$ cat config.mk
export PLATFORM = sky130hd
export DESIGN_NAME = ifetch
export DESIGN_NICKNAME = d
export VERILOG_FILES = /design/src/rtl/ifetch_pkg.sv /design/src/rtl/ifetch.sv
export SDC_FILE = /design/constraint.sdc
export NUM_CORES = 1
export LEC_CHECK = 0
export CAP_MARGIN = 5
export CORE_UTILIZATION = 47
export CTS_CLUSTER_SIZE = 40
export DETAILED_ROUTE_END_ITERATION = 10
export GPL_TIMING_DRIVEN = 0
export PLACE_DENSITY = 0.93
export SETUP_SLACK_MARGIN = 0.5
export SYNTH_ARGS = -nofsm -noshare
export SYNTH_HDL_FRONTEND = slang
export SYNTH_SLANG_ARGS = --single-unit
$ cat constraint.sdc
create_clock -name clk_in -period 13.8 [get_ports clk_in]
set_input_delay 1.38 -clock clk_in [delete_from_list [all_inputs] [get_ports clk_in]]
set_output_delay 1.38 -clock clk_in [all_outputs]
set_load 0.005 [all_outputs]
$ cat src/rtl/ifetch_pkg.sv
// Shared fetch definitions: FSM state encoding, instruction lengths and RVC detection.
// The decoder imports the same is_compressed helper.
package ifetch_pkg;

    typedef enum logic [1:0] {
        FETCH = 2'd0,
        MISS  = 2'd1,
        FILL  = 2'd2
    } fetch_state_t;

    localparam logic [31:0] INST_LEN = 32'd4;
    localparam logic [31:0] C_LEN    = 32'd2;

    function automatic logic is_compressed(input logic [31:0] data);
        return data[1:0] != 2'b11;
    endfunction

    // Compressed entries are stored with the upper halfword cleared.
    function automatic logic [31:0] fill_word(input logic [31:0] data);
        return is_compressed(data) ? {16'h0000, data[15:0]} : data;
    endfunction

endpackage

$ cat src/rtl/ifetch.sv
// Instruction fetch: drives I-cache lookups, refills the cache from memory on a miss,
// and hands instructions to the decoder through a one-entry output register.
//
// state | meaning
// FETCH | look up pc in the cache each cycle the output register can take a result
// MISS  | memory read of miss_addr outstanding; mem_req held until mem_done
// FILL  | one-cycle cache write of the latched memory word, then retry the lookup
module ifetch
    import ifetch_pkg::*;
#(
    parameter logic [31:0] RESET_PC = 32'h0000_0000
) (
    input  logic        clk_in,
    input  logic        rst_in,
    input  logic        rdy_in,

    output logic        icache_get_ready,
    output logic [31:0] icache_get_addr,
    input  logic        hit,
    input  logic [31:0] icache_get_inst,
    input  logic        icache_get_is_c,

    output logic        wr_ready,
    output logic        wr_is_c,
    output logic [31:0] wr_addr,
    output logic [31:0] wr_inst,

    output logic        mem_req,
    output logic [31:0] mem_addr,
    input  logic        mem_done,
    input  logic [31:0] mem_data,

    input  logic        flush_in,
    input  logic [31:0] flush_pc,

    output logic        inst_valid,
    input  logic        inst_ready,
    output logic [31:0] inst,
    output logic [31:0] inst_pc,
    output logic        inst_is_c
);

    fetch_state_t state;
    logic [31:0]  pc;
    logic [31:0]  miss_addr;
    logic [31:0]  fill_data;
    logic         fill_is_c;

    logic         out_free;
    logic         lookup;
    logic         load;
    logic [31:0]  pc_step;

    assign out_free = !inst_valid || inst_ready;
    // Reset and rdy_in gate the strobe so no lookup is presented while the unit is held.
    assign lookup   = (state == FETCH) && out_free && !flush_in && rdy_in && !rst_in;
    assign load     = lookup && hit;
    assign pc_step  = icache_get_is_c ? C_LEN : INST_LEN;

    assign icache_get_ready = lookup;
    assign icache_get_addr  = pc;

    assign mem_req  = (state == MISS);
    assign mem_addr = miss_addr;

    assign wr_ready = (state == FILL);
    assign wr_addr  = miss_addr;
    assign wr_inst  = fill_data;
    assign wr_is_c  = fill_is_c;

    always_ff @(posedge clk_in or posedge rst_in) begin
        if (rst_in) begin
            state      <= FETCH;
            pc         <= RESET_PC;
            miss_addr  <= 32'h0;
            fill_data  <= 32'h0;
            fill_is_c  <= 1'b0;
            inst_valid <= 1'b0;
            inst       <= 32'h0;
            inst_pc    <= 32'h0;
            inst_is_c  <= 1'b0;
        end else if (rdy_in) begin
            if (flush_in) begin
                pc <= flush_pc;
            end else if (load) begin
                pc <= pc + pc_step;
            end

            // An outstanding memory read always completes and fills, even across a flush.
            case (state)
                FETCH: begin
                    if (lookup && !hit) begin
                        miss_addr <= pc;
                        state     <= MISS;
                    end
                end
                MISS: begin
                    if (mem_done) begin
                        fill_data <= fill_word(mem_data);
                        fill_is_c <= is_compressed(mem_data);
                        state     <= FILL;
                    end
                end
                FILL: begin
                    state <= FETCH;
                end
                default: begin
                    state <= FETCH;
                end
            endcase

            if (flush_in) begin
                inst_valid <= 1'b0;
            end else if (load) begin
                inst_valid <= 1'b1;
                inst       <= icache_get_is_c ? {16'h0000, icache_get_inst[15:0]} : icache_get_inst;
                inst_pc    <= pc;
                inst_is_c  <= icache_get_is_c;
            end else if (inst_ready) begin
                inst_valid <= 1'b0;
            end
        end
    end

endmodule

; Yosys cells after proc, flatten, opt, wreduce, memory -nomap -nowiden
; Index checks and enable logic that the tools add are counted.
; W data, S select, Z words.
[totals]
regBits = 165
inputBits = 104
word_cells = 47
[op_classes]
n_addsub = 1
n_eq_ne = 5
muxes = 11
bitwise = 1
n_reduce_logical = 20
[op_table]
columns = op, count
row1 = $mux W32, 4
row2 = $add A32 B3 Y32, 1
row3 = $reduce_and A3 Y1, 4
row4 = $logic_and A1 B1 Y1, 6
row5 = $logic_not A1 Y1, 4
row6 = $mux W2, 2
row7 = $ne A2 B1 Y1 const B, 2
row8 = $pmux W2 S2, 1
row9 = $reduce_and A2 Y1, 2
row10 = $mux W1, 3
row11 = $mux W3, 1
row12 = $reduce_bool A3 Y1, 1
row13 = $eq A2 B1 Y1 const B, 1
row14 = $eq A2 B2 Y1 const B, 1
row15 = $logic_not A2 Y1, 1
row16 = $ne A2 B2 Y1 const B, 1
row17 = $reduce_bool A2 Y1, 1
row18 = $logic_or A1 B1 Y1, 1
row19 = $not A1 Y1, 1

; Logic depth before layout (Yosys ltp)
[logic_depth]
word_depth = 9
depth_mapped = 9

; Least setup slack after synthesis
; Ideal clock, no wire load.
[synth_timing]
path_kind = input port to output port
from = in flush_in
to = out icache_get_ready
arrival_time_ns = 2.241
setup_slack_ns = 10.179
stages = 4
path_buffers = 3
path_cell_list = clkbuf_1 -> clkbuf_1 -> buf_1 -> nor2_1
[synth_via]
elab_chain_len = 4
[synth_lines]
columns = item, line_no
row1 = from (decl), ifetch.sv:33  ; input logic flush_in,
row2 = $logic_not A1 Y1, ifetch.sv:56  ; assign lookup = (state == FETCH) && out_free && !flush_in && rdy_in && !rst_in;
row3 = $logic_and A1 B1 Y1 (3 in series), ifetch.sv:56
row4 = to (decl), ifetch.sv:17  ; output logic icache_get_ready,
; Every way passes these cells.

; Worst setup path in the final report
[layout_timing]
from = in rst_in
to = out icache_get_ready
[layout_via]
elab_chain_len = 2
[layout_lines]
columns = item, line_no
row1 = from (decl), ifetch.sv:14  ; input logic rst_in,
row2 = $logic_not A1 Y1 (no source line), --
row3 = $logic_and A1 B1 Y1, ifetch.sv:56
; Every way passes these cells.

==> out/qor.yml <==
finalPower_mw: 1.89
timing.rr.start: "icache_get_addr[1]$_DFFE_PP0P_"
synthCells: 719
use_met1_pct: 34.8
arrival_ps: 3120
criticalPathCategory: "input port to output port"
ant_nets: 0
hold_buffers: 0
firstDrtPassIters: 5
syn-mean-instance-area_um2: 10.2
cap_violations: 0
layout_min_cycle_time_ps: 4500
viasPerCell: 5.49
final-instance-count-excl-fill: 1238
setup_viol: 0
dpl_worst_slack_ps: 9190
final_core_utilization_pct: 73.5
coreArea_um2: 15200
place_inst: 1207
path_buf_inv: 2
cts_buffers: 17
nets: 1145
cts_resized: 0
power_density_nw_per_um2: 169
synthToLayoutAreaGrowth_pct: 52.2
cts_tree: "done"
grt_pass1_vias: 6657
status: "completed"
cts_setup_buffers: 0
holdPathStages: 2
hold_start: "inst_pc[10]$_DFFE_PP0P_"
synth-async-reset-ratio_pct: 100
timing.final.crit_share_pct: 32.6
yosysTopAreaCell: "dfrtp_1"
hold_class: "register to register"
nFillCells: 1083
tightest_slew_ps: 818
grt_max_degree: 103
die_y_um: 127
rrSetupSlack_ps: 11000
root_buffer: "clkbuf_16"
dp_hpwl_um: 17700
grtUsageTotal_pct: 30.1
gr-total-overflow: 0
rr_endpoint: "icache_get_addr[29]$_DFFE_PP0P_"
critPathRequiredTime_ps: 12420
layout_common_cells: "299 x clkdlybuf4s50_1, 191 x nand2_1, 165 x dfrtp_1"
start_util_pct: 48.3
ys_types: 59
rows: 45
antenna_found_initial: 0
drtIter0Drc: 640
cts.sinks: 165
leakage_nw: 4.93
die-area_um2: 16100
wl_per_cell_um: 19.3
grt_pass1_wl_um: 36700
grt_use_met3_pct: 9.00
critPathMostFrequentCell: "clkdlybuf4s50_1"
insertion_delay_ps: 420
io_buffers: 299
cpLargestDelayFamily: "buffers and inverters"
netlist.area_leader.share_pct: 56.2
htree_levels: 4
met2_usage_pct: 52.0
start_kind: "input port"
synth_edf_count: 0
skew_ps: 7.53
hold_viol: 0
finalMaxSlewViolations: 0
clkTransAtPathRegs_ps: 60
critPathCaptureType: "output port"
worst_slack_ps: 9300
fmax_ghz: 0.222
wl_um: 23900
synth_flop_cell: "dfrtp_1"
syn-cell-area_um2: 7340
num_io_pins: 302
r2r_cells: 8
hold_end: "inst_pc[10]$_DFFE_PP0P_"
synth_seq_cells: 165
drive_gt1_share_pct: 9.71
grt_busiest_layer: "met2"
layout_commonest_cell: "clkdlybuf4s50_1"
drc_errors: 0
synth_nets: 826
synthTopCellsByArea: "dfrtp_1 56%, nand2_1 9.8%, mux2_1 4.9%, buf_4 3.3%, o21ai_0 2.5%"
cp_cell_sequence: "clkdlybuf4s50_1 -> nor4b_4 -> nand2_1 -> nor2_1 -> clkdlybuf4s50_1"
max_slew_margin_pct: 45.0
die_x_um: 127
crit_path_max_fanout: 5
grt_setup_unrepaired: "false"
ys_warn_count: 0
slowest_stage: "clkdlybuf4s50_1"
finalSetupTns_ps: 0
num_antenna_cells: 0
cts_buffer_depth: 2
routabilityCongestion: 0.913
dr_total_vias: 6801
yosysSeqAreaShare_pct: 56.2
slowest_delay_ps: 550
ir_worst_vdd_mv: 0.0962
==> cell type report <==
type | instances | area [µm²] | share of cell area [%]
Buffer | 75 | 418 | 3.74
Multi-Input combinational cell | 467 | 2750 | 24.6
Tap cell | 188 | 235 | 2.10
Clock inverter | 9 | 104 | 0.929
Timing Repair Buffer | 300 | 3020 | 27.0
Sequential cell | 165 | 4130 | 36.9
Clock buffer | 22 | 464 | 4.15
Inverter | 12 | 52.6 | 0.470
==> flip-flops by register name (all words and copies together) (netlist names) <==
signal / count
icache_get_addr: 32
inst: 32
inst_pc: 32
mem_addr: 32
wr_inst: 32
state: 2
inst_is_c: 1
inst_valid: 1
wr_is_c: 1
==> cell usage after synthesis (6+ instances only) <==
master / number
a311oi_1: 8
nand3_1: 17
dfrtp_1: 165
mux2_1: 32
nand2_1: 191
a211oi_1: 7
mux2_2: 16
buf_2: 13
a22o_1: 16
nor2_1: 24
a21oi_1: 16
nand4_1: 10
nor3_1: 17
buf_4: 32
clkbuf_1: 26
o21ai_0: 36
o22ai_1: 6
inv_1: 11
==> metal layers <==
layer,vias to the layer above,share of wire [%]
li1,3086,-
met4,0,3.1
met2,360,51
met1,3301,37
met5,-,0
met3,54,8.7
==> worst reg2reg max path: stages (launching register included) <==
cell,delay [ps]
dfrtp_1,480
ha_1,240
inv_1,60
fa_1,410
and3b_1,370
nand4_1,300
nor4_1,520
nand4_1,150
nor3b_1,160
==> through the flow <==
stage,hold WS [ps],instance area (µm²)
floorplan,470,7340
global placement,457,10600
detailed placement,462,10600
CTS,477,11200
global route,487,11200
finish,474,11200
==> power by group <==
group	switching, mW	internal (mW)	leakage, nW
clock network	0.190	0.274	0.276
logic	0.228	0.455	2.61
registers	0.113	0.626	2.05
total	0.531	1.36	4.93
==> worst max path at each step <==
stage | start | cells past startpoint | end | slack, ps
2_1_floorplan | rst_in | 1 | icache_get_addr[0]$_DFFE_PP0P_ | 7960
3_3_place_gp | rst_in | 2 | inst[0]$_DFFE_PP0P_ | 5680
3_5_place_dp | icache_get_is_c | 9 | icache_get_addr[30]$_DFFE_PP0P_ | 9190
4_1_cts | rst_in | 5 | icache_get_ready | 9300
5_1_grt | flush_in | 5 | icache_get_ready | 9160
6_report | rst_in | 5 | icache_get_ready | 9300
==> cells by family after synthesis <==
kind of cell               Yosys count  synth area share [%]
and+or+nand+nor                    296                  18.4
DFF                                165                  56.2
AOI/OAI and AO/OA                  115                  10.4
buffers and inverters               87                  6.30
muxes                               53                  8.04
adders and majority gates            3                 0.613
(Power assumes the default switching activity.)
